$ cat config.mk
export PLATFORM = sky130hd
export DESIGN_NAME = tlc_param
export DESIGN_NICKNAME = d
export VERILOG_FILES = /design/src/rtl/tlc_param.sv
export SDC_FILE = /design/constraint.sdc
export NUM_CORES = 1
export LEC_CHECK = 0
export ABC_AREA = 1
export BUFFER_PORTS_ARGS = -buffer_cell sky130_fd_sc_hd__buf_2
export CORE_ASPECT_RATIO = 0.9
export CORE_MARGIN = 1.5
export CORE_UTILIZATION = 55
export DETAILED_ROUTE_END_ITERATION = 8
export GPL_TIMING_DRIVEN = 0
export PLACE_DENSITY = 0.77
export RECOVER_POWER = 50
export SETUP_SLACK_MARGIN = 0.2
export SLEW_MARGIN = 15
export SYNTH_ARGS = -nofsm -noshare
export SYNTH_HDL_FRONTEND = slang
export SYNTH_SLANG_ARGS = --single-unit
$ cat constraint.sdc
create_clock -name clock -period 2.05 [get_ports clock]
set_input_delay 0.205 -clock clock [delete_from_list [all_inputs] [get_ports clock]]
set_output_delay 0.205 -clock clock [all_outputs]
set_load 0.005 [all_outputs]
$ cat src/rtl/tlc_param.sv
// tlc_param: two-road traffic light controller with configurable phase timing,
// demand-driven early green exit, an enable/hold input and emergency flashing yellow.
//   clock        in  rising-edge clock
//   reset_n      in  asynchronous active-low reset
//   enable       in  1 = run, 0 = freeze phase/counter (demands still latch)
//   flash_mode   in  1 = emergency flashing yellow (overrides enable)
//   req_ns       in  demand to serve North-South
//   req_ew       in  demand to serve East-West
//   North_South  out lamp code (red=1, green=2, yellow=4, off=0)
//   East_West    out lamp code
//   phase        out 0 NS_G, 1 NS_Y, 2 RED_A, 3 EW_G, 4 EW_Y, 5 RED_B, 6 FLASH
module tlc_param #(
  parameter int CNT_W      = 8,
  parameter int GREEN_NS   = 15,
  parameter int GREEN_EW   = 15,
  parameter int YELLOW     = 3,
  parameter int ALL_RED    = 3,
  parameter int MIN_GREEN  = 5,
  parameter int FLASH_HALF = 2
) (
  input  logic       clock,
  input  logic       reset_n,
  input  logic       enable,
  input  logic       flash_mode,
  input  logic       req_ns,
  input  logic       req_ew,
  output logic [3:0] North_South,
  output logic [3:0] East_West,
  output logic [2:0] phase
);
  typedef enum logic [2:0] {NS_G = 3'd0, NS_Y, RED_A, EW_G, EW_Y, RED_B, FLASH} state_t;
  localparam logic [3:0] OFF = 4'd0, RED = 4'd1, GRN = 4'd2, YEL = 4'd4;
  localparam logic [CNT_W-1:0] L_NS = CNT_W'(GREEN_NS - 1);
  localparam logic [CNT_W-1:0] L_EW = CNT_W'(GREEN_EW - 1);
  localparam logic [CNT_W-1:0] L_Y  = CNT_W'(YELLOW - 1);
  localparam logic [CNT_W-1:0] L_AR = CNT_W'(ALL_RED - 1);
  localparam logic [CNT_W-1:0] L_MG = CNT_W'(MIN_GREEN - 1);
  localparam logic [CNT_W-1:0] L_FH = CNT_W'(FLASH_HALF - 1);
  state_t st, st_n, nxt;
  logic [CNT_W-1:0] cnt, cnt_n, lim;
  logic tog, tog_n, pend_ns, pend_ns_n, pend_ew, pend_ew_n, early;
  logic [3:0] ns_n, ew_n;
  assign phase = st;
  always_comb begin
    lim = st == NS_G ? L_NS : st == EW_G ? L_EW : (st == NS_Y || st == EW_Y) ? L_Y : L_AR;
    nxt = st == NS_G ? NS_Y : st == NS_Y ? RED_A : st == RED_A ? EW_G :
          st == EW_G ? EW_Y : st == EW_Y ? RED_B : NS_G;
    // a green may be cut short by the opposing demand once the minimum green has elapsed
    early = ((st == NS_G && (pend_ew || req_ew)) || (st == EW_G && (pend_ns || req_ns))) && cnt >= L_MG;
    st_n = st;
    cnt_n = cnt;
    tog_n = tog;
    if (flash_mode) begin
      if (st != FLASH) begin
        st_n = FLASH;
        cnt_n = '0;
        tog_n = 1'b0;
      end else if (cnt == L_FH) begin
        cnt_n = '0;
        tog_n = ~tog;
      end else cnt_n = cnt + 1'b1;
    end else if (st == FLASH || st == state_t'(3'd7)) begin
      st_n = RED_B;
      cnt_n = '0;
    end else if (enable) begin
      if (cnt == lim || early) begin
        st_n = nxt;
        cnt_n = '0;
      end else cnt_n = cnt + 1'b1;
    end
    // requests latch outside their own green and clear on entry to it
    pend_ns_n = (pend_ns || (req_ns && st != NS_G)) && !(st_n == NS_G && st != NS_G);
    pend_ew_n = (pend_ew || (req_ew && st != EW_G)) && !(st_n == EW_G && st != EW_G);
    // tog=0 is the yellow half of the flash cycle
    ns_n = st_n == NS_G ? GRN : st_n == NS_Y ? YEL : st_n == FLASH ? (tog_n ? OFF : YEL) : RED;
    ew_n = st_n == EW_G ? GRN : st_n == EW_Y ? YEL : st_n == FLASH ? (tog_n ? OFF : YEL) : RED;
  end
  always_ff @(posedge clock or negedge reset_n)
    if (!reset_n) begin
      st <= RED_B;
      cnt <= '0;
      tog <= 1'b0;
      pend_ns <= 1'b0;
      pend_ew <= 1'b0;
      North_South <= RED;
      East_West <= RED;
    end else begin
      st <= st_n;
      cnt <= cnt_n;
      tog <= tog_n;
      pend_ns <= pend_ns_n;
      pend_ew <= pend_ew_n;
      North_South <= ns_n;
      East_West <= ew_n;
    end
endmodule
==> results.md <==
* Status: finished, final reports clean
* Nets at 182
* Port Buf Inserts at 14
* Die W at 51.3 um
* Initial Util at 59.0%
* Placer Congestion at 0.782
* Netlist cell types at 25
* Worst endpoint required time at 2.25 ns
* Worst-skew pair later-pin latency at 0.31 ns
* Area delta synth->final at 26.6%
* DRC viols at 0
* DRT Pass-1 Iters at 5
* Setup crit start kind: register
* Global route overflow at 0
* Final core utilization at 74.7%
* GRT Util Overall at 21.7%
* VDD IR max at 0.481 mV
* Register area share after synthesis at 43.9%
* WS Path Type: register to register
* Number of core rows at 15
* Most common library cells after synthesis: 30 x nand2_1, 19 x inv_1, 16 x dfrtp_1, 16 x nor2_1, 10 x nand3_1
* Max Freq at 527 MHz
* RSZ-0062 raised after global routing: yes
* Die area at 2380 um2
* Relative slew slack at 28.2%
* First-pass GRT wire length at 3.66 mm
* TritonCTS Sinks at 20
* Initial antenna violation count at 0
* Final Hold Viols at 0
* Async set-reset flop share out of synthesis at 100%
* Core area at 1950 um2
* Die height at 46.4 um
* Total number of vias at 1026
* Leak Pwr at 0.733 nW
* Iter 0 DRT Violations at 30
* Antenna diodes at 0
* Main synth FF type: dfrtp_1
* Avg WL per Cell at 13.2 um
* Routed wire length at 2.59 mm
* Final setup fails at 0
* Synth Warn # at 0
* Power per cell area at 690 nW/um2
* Dpl hpwl at 1.68 mm
* # IOs at 17
* Largest net degree at the start of global routing at 21
* Seq cells post-synth at 20
* Setup TNS at 0 ns
* Post-route ant nets at 0
* CTS Buffer Depth at 2
* Vias in the first global route at 850
* Worst hold path class: primary input to register
* Fin crit period at 1.90 ns
* Syn_area_per_cell at 8.23 um2
* Final period utilization at 92.6%
* Crit Path Max Fanout at 5
* # Max-Cap Violations at 0
* Crit end category: register
* Synth Instances at 140
* CTS tree: done
* Final Skew at 0.00832 ns
* CTS root buf: clkbuf_4
* Largest cells by area after synthesis: dfrtp_1 35%, nand2_1 9.8%, dfstp_2 9.1%
* Synth area leader: dfrtp_1
* Worst Path Arrival at 2.10 ns
* CTS clk-pin slew, worst paths at 0.10 ns
* Layout cells sized above 1 at 36.8%
* Num CTS Buffers at 3
* Worst-Margin Slew at 1.08 ns
* Synth top area share at 34.7%
* Post-Synthesis Cell Area at 1150 um2
* Number of synthesized flops with an enable pin at 0
* Slew Limit Fails at 0
* Vias per inst at 5.23
* Count leader, synth: nand2_1
* H-Tree Depth at 1
## registers in the layout (all words and copies together) (netlist names)
register,flops
pend_ew,1
phase,3
tog,1
pend_ns,1
East_West,3
North_South,3
cnt,8
## worst paths after layout
| check | from | to | slack, ns | cells past startpoint |
|---|---|---|---|---|
| min in group asynchronous | reset_n | cnt[6] | 0.59 | 2 |
| hold / removal | flash_mode | North_South[0] | 0.08 | 2 |
| hold reg to reg | tog | tog | 0.52 | 2 |
| setup reg to reg | phase[0] | East_West[2] | 0.15 | 11 |
| setup / recovery | phase[0] | East_West[2] | 0.15 | 11 |
| max in group asynchronous | reset_n | phase[1] | 0.73 | 2 |
## report_power, final
group	internal (W)	leakage, nW	switching (W)
Sequential	0.000437	0.245	0.0000285
Combinational	0.000120	0.467	0.000192
Clock	0.000109	0.0210	0.000122
Total	0.000665	0.733	0.000342
## what timing repair did
action / CTS / global route
setup endpoints to repair: 0 / 10
endpoints found under the hold margin: 16 / 0
resized for setup: 0 / 19
buffers inserted: 0 / 11
hold buffers: 1 / 0
## through the flow
stage | area [um2] | cells | setup WS, ns | hold WS (ns) | total power (W)
finish | 1460 | 196 | 0.152 | 0.0794 | 0.00101
detailed placement | 1260 | 180 | 0.225 | 0.176 | 0.000713
global route | 1460 | 196 | 0.0914 | 0.0596 | 0.00107
floorplan | 1160 | 141 | 0.422 | -0.0906 | 0.000638
global placement | 1260 | 180 | 0.252 | 0.167 | 0.000695
CTS | 1300 | 185 | 0.206 | 0.0646 | 0.000949
## cells in the final DEF (no fill, tap or decap)
cell type / count
dfstp_2: 4
nor3_1: 3
inv_2: 5
buf_2: 10
buf_4: 12
nand3_2: 4
nor2_1: 14
dlygate4sd3_1: 1
dfrtp_1: 15
a21oi_1: 2
clkbuf_4: 3
nor3b_1: 1
clkbuf_1: 4
xnor2_1: 1
buf_6: 1
conb_1: 2
nor2_2: 2
nand4_1: 4
nor2_4: 2
a21oi_2: 2
nand2_4: 2
clkbuf_8: 1
o21ai_2: 1
xor2_1: 5
nand2_2: 8
dfrtp_2: 1
o22ai_1: 1
nand3_4: 5
inv_1: 18
o21ai_1: 2
nand2_1: 25
nand3_1: 6
ha_1: 4
## worst max-delay path, stage by stage, from the launching register on
cell     delay, ns
dfstp_2       0.63
buf_6         0.13
nand3_4       0.09
nand3_2       0.12
nand3_4       0.09
nand2_4       0.12
nand3_4       0.08
nand2_2       0.09
nand3_4       0.10
buf_4         0.16
nand4_1       0.11
nand2_1       0.06
## cells by family after synthesis
family / Yosys count / synth area share, %
XOR/XNOR: 6 / 4.56
adder cells (fa/ha/maj): 4 / 4.34
flip-flops: 20 / 43.9
AND/OR/NAND/NOR: 76 / 33.6
AO/OA/AOI/OAI: 8 / 4.56
buffers and inverters: 25 / 8.79
other: 1 / 0.325
## cell type report
type / instances / area (um2)
Fill cell: 144 / 493
Clock buffer: 4 / 36.3
Tap cell: 25 / 31.3
Sequential cell: 20 / 507
Multi-Input combinational cell: 96 / 622
Buffer: 2 / 15.0
Timing Repair Buffer: 26 / 161
Inverter: 23 / 86.3
## layer usage
metal | vias up | share of wire [%] | GRT usage [%]
met5 | - | 0 | 0
met4 | 0 | 2.0 | 7.89
met3 | 10 | 6.6 | 7.79
met2 | 41 | 49 | 34.3
met1 | 479 | 43 | 27.7
li1 | 496 | - | -
Power figures use the tool's default switching activity.
